File: src/rtl/cache_pkg.sv
// Shared cache definitions: geometry, refill FSM encoding and line-address helper.
package cache_pkg;

    localparam int DATA_WIDTH  = 32;
    localparam int BLOCK_SIZE  = 4;
    localparam int ADDR_WIDTH  = 32;
    localparam int OFFSET_BITS = 4;

    typedef enum logic [1:0] {
        IDLE = 2'd0,
        WB   = 2'd1,
        FILL = 2'd2,
        DONE = 2'd3
    } refill_state_t;

    // Base byte address of the line containing addr.
    function automatic logic [ADDR_WIDTH-1:0] line_base(input logic [ADDR_WIDTH-1:0] addr);
        return {addr[ADDR_WIDTH-1:OFFSET_BITS], {OFFSET_BITS{1'b0}}};
    endfunction

endpackage

File: src/rtl/cache_refill_ctrl.sv
// Miss handler: optional dirty-victim write-back, then a word-by-word line fetch
// presented to the cache with a one-cycle fetch_enable pulse.
module cache_refill_ctrl #(
    parameter int DATA_WIDTH = 32,
    parameter int BLOCK_SIZE = 4,
    parameter int ADDR_WIDTH = 32
) (
    input  logic                             clk,
    input  logic                             rst_n,
    input  logic                             miss_req,
    input  logic [ADDR_WIDTH-1:0]            miss_addr,
    input  logic                             wb_valid,
    input  logic [ADDR_WIDTH-1:0]            wb_addr,
    input  logic [BLOCK_SIZE*DATA_WIDTH-1:0] wb_data,
    output logic [BLOCK_SIZE*DATA_WIDTH-1:0] fetch_data,
    output logic                             fetch_enable,
    output logic                             stall,
    output logic                             mem_req,
    output logic                             mem_we,
    output logic [ADDR_WIDTH-1:0]            mem_addr,
    output logic [DATA_WIDTH-1:0]            mem_wdata,
    input  logic [DATA_WIDTH-1:0]            mem_rdata,
    input  logic                             mem_ack,
    output logic [1:0]                       state_dbg
);
    import cache_pkg::*;

    // Memory handshake: a beat completes on a rising edge where mem_req && mem_ack.
    // While mem_req is high and mem_ack low, mem_addr/mem_we/mem_wdata are held.
    localparam int CNT_W  = $clog2(BLOCK_SIZE);
    localparam int LINE_W = BLOCK_SIZE * DATA_WIDTH;

    refill_state_t          state, state_next;
    logic [CNT_W-1:0]       cnt;
    logic [ADDR_WIDTH-1:0]  fill_base;
    logic [ADDR_WIDTH-1:0]  wb_base;
    logic [LINE_W-1:0]      wb_line;
    logic                   last_beat;

    assign last_beat = (cnt == CNT_W'(BLOCK_SIZE - 1));
    assign state_dbg = state;

    always_ff @(posedge clk or negedge rst_n) begin
        if (!rst_n) begin
            state <= IDLE;
        end else begin
            state <= state_next;
        end
    end

    always_comb begin
        state_next = state;
        case (state)
            IDLE: begin
                if (miss_req) begin
                    state_next = wb_valid ? WB : FILL;
                end
            end
            WB: begin
                if (mem_ack && last_beat) begin
                    state_next = FILL;
                end
            end
            FILL: begin
                if (mem_ack && last_beat) begin
                    state_next = DONE;
                end
            end
            DONE: begin
                state_next = IDLE;
            end
            default: state_next = IDLE;
        endcase
    end

    // Beat offset replaces the low address bits, so a beat can never carry into the tag.
    always_comb begin
        stall        = 1'b0;
        fetch_enable = 1'b0;
        mem_req      = 1'b0;
        mem_we       = 1'b0;
        mem_addr     = '0;
        mem_wdata    = '0;
        case (state)
            IDLE: begin
                stall = miss_req && rst_n;
            end
            WB: begin
                stall     = 1'b1;
                mem_req   = 1'b1;
                mem_we    = 1'b1;
                mem_addr  = {wb_base[ADDR_WIDTH-1:OFFSET_BITS], cnt, {(OFFSET_BITS-CNT_W){1'b0}}};
                mem_wdata = wb_line[cnt*DATA_WIDTH +: DATA_WIDTH];
            end
            FILL: begin
                stall    = 1'b1;
                mem_req  = 1'b1;
                mem_addr = {fill_base[ADDR_WIDTH-1:OFFSET_BITS], cnt, {(OFFSET_BITS-CNT_W){1'b0}}};
            end
            DONE: begin
                fetch_enable = 1'b1;
            end
            default: ;
        endcase
    end

    always_ff @(posedge clk or negedge rst_n) begin
        if (!rst_n) begin
            cnt        <= '0;
            fill_base  <= '0;
            wb_base    <= '0;
            wb_line    <= '0;
            fetch_data <= '0;
        end else begin
            case (state)
                IDLE: begin
                    cnt <= '0;
                    if (miss_req) begin
                        fill_base <= line_base(miss_addr);
                        if (wb_valid) begin
                            wb_base <= line_base(wb_addr);
                            wb_line <= wb_data;
                        end
                    end
                end
                WB: begin
                    if (mem_ack) begin
                        cnt <= last_beat ? '0 : cnt + 1'b1;
                    end
                end
                FILL: begin
                    if (mem_ack) begin
                        fetch_data[cnt*DATA_WIDTH +: DATA_WIDTH] <= mem_rdata;
                        cnt <= last_beat ? '0 : cnt + 1'b1;
                    end
                end
                DONE: begin
                    cnt <= '0;
                end
                default: ;
            endcase
        end
    end

endmodule

File: config.mk
export PLATFORM = sky130hd
export DESIGN_NAME = cache_refill_ctrl
export DESIGN_NICKNAME = d
export VERILOG_FILES = /design/src/rtl/cache_pkg.sv /design/src/rtl/cache_refill_ctrl.sv
export SDC_FILE = /design/constraint.sdc
export NUM_CORES = 1
export LEC_CHECK = 0
export BUFFER_PORTS_ARGS = -buffer_cell sky130_fd_sc_hd__buf_2
export CAP_MARGIN = 20
export CORE_MARGIN = 2
export CORE_UTILIZATION = 45
export DETAILED_ROUTE_END_ITERATION = 10
export GPL_TIMING_DRIVEN = 1
export PLACE_DENSITY = 0.84
export RECOVER_POWER = 25
export SYNTH_ARGS = -nofsm -noshare
export SYNTH_HDL_FRONTEND = slang
export SYNTH_SLANG_ARGS = --single-unit
File: constraint.sdc
create_clock -name clk -period 5.85 [get_ports clk]
set_clock_uncertainty 0.1 [all_clocks]
set_input_delay 0.585 -clock clk [delete_from_list [all_inputs] [get_ports clk]]
set_output_delay 0.585 -clock clk [all_outputs]
set_load 0.01 [all_outputs]
==> results.toml <==
[sta]
setup_violations = 0
relSlewSlack_pct = 32.6
rsz0062_at_grt = "no"
setup_tns_ps = 0
report.final.hold_viol_count = 0
timing.final.max_slew_violations = 0
worstMarginPinSlew_ps = 1010
layout_min_cycle_time_ps = 3430
timing.fmax_mhz = 291
period_share_pct = 58.7

[placed_design]
numPortBuffers = 416
dp.final_hpwl_um = 24800
place_congestion = 0.850

[routing]
viasPerCell = 5.46
drtAntennaViolNets = 0
routed_wl_um = 37200
route.detailed.drc = 0
drtIter0Drc = 575
drtPass1Iterations = 5
vias = 9868
wl_per_cell_um = 20.6

[critical_path]
cp-end-kind = "flop"
cp_cell_sequence = "inv_1, ha_1, nand3_4, nor4b_4, buf_4, a22o_1"
arrival_ps = 3770
start_kind = "flop"
cp_slowest_cell = "nor4b_4"
slowest_delay_ps = 760
critPathMaxFanout = 36
required_ps = 6190
critPathTopFamily = "simple AND/OR/NAND/NOR gates"
path_class = "reg -> reg"
cp.buffers_inverters = 2

[layout]
drive_gt1_share_pct = 49.9
fillers = 2339
synthToLayoutAreaGrowth_pct = 26.5
fin_util_pct = 57.6
fin_nets = 1627

[yosys]
synth.area.top_cells = "dfrtp_1 (59%), mux2_2 (15%), mux4_2 (5.4%)"
ys_ff_latch = 316
ys_top_cells_by_count = "dfrtp_1 (316), mux2_2 (184), nand2_1 (130)"
synth_edf_count = 0
synth_flop_cell = "dfrtp_1"
syn-cell-area_mm2 = 0.0134
synth_cell_type_count = 33
ys_warn_count = 0
ys_async_sr_fraction_pct = 100
yosysMostFrequentCell = "dfrtp_1"
ys_seq_area_share_pct = 58.9
yosysTopAreaCellShare_pct = 58.9
synthCells = 997
synth_largest_area_cell = "dfrtp_1"
syn_avg_cell_area_um2 = 13.5

[die]
initial_utilization_pct = 45.5
io_pins = 427
die_h_um = 177
num_rows = 63
dieArea_mm2 = 0.0312
coreArea_mm2 = 0.0295
die_x_um = 177

[grt]
grt_overflow = 0
grt_pass1_vias = 10432
grt_max_degree = 156
antenna_found_initial = 8
grt_use_total_pct = 23.7
grt_pass1_wl_um = 58000

[clock_network]
clk_pin_slew_worst_paths_ps = 60
clk-insertion-delay-late_ps = 500
cts_tree = "yes"
postCtsSetupBuffers = 0
cts_made_buffers = 35
cts_root_buf = "clkbuf_16"
clock_sinks = 316
htree_levels = 2
cts_buffer_depth = 3
cts_hold_buf = 0
post_cts_resize_count = 0

[status]
status = "complete, no violations"

[pwr]
powerDensity_mw_per_mm2 = 503
ir_worst_vdd_mv = 0.350
p_leak_nw = 8.26

[min_path]
hold_class = "in -> async"

[job]
cap_violations = 0
==> metrics by stage <==
| step | hold WS (ps) | std cells | total power (W) | setup slack (ps) | instance area [um2] |
|---|---|---|---|---|---|
| after floorplan | 189 | 998 | 0.00532 | 3520 | 13400 |
| after global placement | 357 | 1739 | 0.00613 | 2520 | 15800 |
| after detailed placement | 366 | 1740 | 0.00629 | 2470 | 15800 |
| after CTS | 23.6 | 1801 | 0.00860 | 2390 | 17000 |
| after global routing | 50.0 | 1805 | 0.00899 | 2230 | 17000 |
| final | 1.77 | 1808 | 0.00853 | 2420 | 17000 |
==> power by group <==
group / total (W) / switching, W / internal [W] / leakage, nW
registers: 0.00347 / 0.000491 / 0.00298 / 4.01
clock network: 0.00225 / 0.000885 / 0.00137 / 0.576
logic: 0.00281 / 0.00129 / 0.00152 / 3.68
total: 0.00853 / 0.00266 / 0.00587 / 8.26
==> final cells by class <==
type                            count  area [um2]  share of cell area (%)
Sequential cell                   316        7910                    46.6
Multi-Input combinational cell    601        5150                    30.4
Timing Repair Buffer              428        2210                    13.0
Clock buffer                       52        1040                    6.13
Tap cell                          390         488                    2.88
Clock inverter                      9         138                   0.811
Inverter                            5        18.8                   0.111
Antenna cell                        7        17.5                   0.103
==> sequential cells by signal, indices dropped and copies added (netlist names) <==
| name | count |
|---|---|
| wb_line | 128 |
| wb_base | 28 |
| fill_base | 28 |
| cnt | 2 |
| state_dbg | 2 |
| fetch_data | 128 |
==> metal layers <==
layer	up-vias	track usage, %	wire length [um]
li1	4328	-	-
met1	4981	28.5	14400
met2	465	40.2	18200
met3	92	6.92	3190
met4	2	9.44	1380
met5	-	0	13
==> logic make-up after synthesis <==
logic type                 count (synthesis)  share of synthesized area, %
AOI/OAI and AO/OA                        162                          8.41
adders and majority gates                 11                          1.03
buffers and inverters                     81                          2.87
DFF                                      316                          58.9
muxes                                    220                          21.1
other                                      1                        0.0279
and+or+nand+nor                          206                          7.62
==> cell usage in the layout (no fill, tap or decap), types with 13 or more instances in the layout <==
cell	instances
nor2b_1	29
o21ai_0	61
buf_2	409
a22o_1	64
mux2_2	184
clkbuf_1	13
and2_1	32
nand2_1	130
dfrtp_1	314
mux4_2	32
a22oi_1	28
clkbuf_16	35
==> path summary, 6_finish.rpt <==
path,startpoint,to,slack [ps],cells after the start
min in group clk,wb_data[37],wb_line[37],190,2
worst max-delay path,cnt[1],fetch_data[10],2420,6
worst max register to register,cnt[1],fetch_data[10],2420,6
max in group asynchronous,rst_n,wb_line[31],4280,2
worst min register to register,fetch_data[110],fetch_data[110],380,2
worst min-delay path,rst_n,fetch_data[6],2,1
No activity file was read; power rests on OpenSTA's default activity.
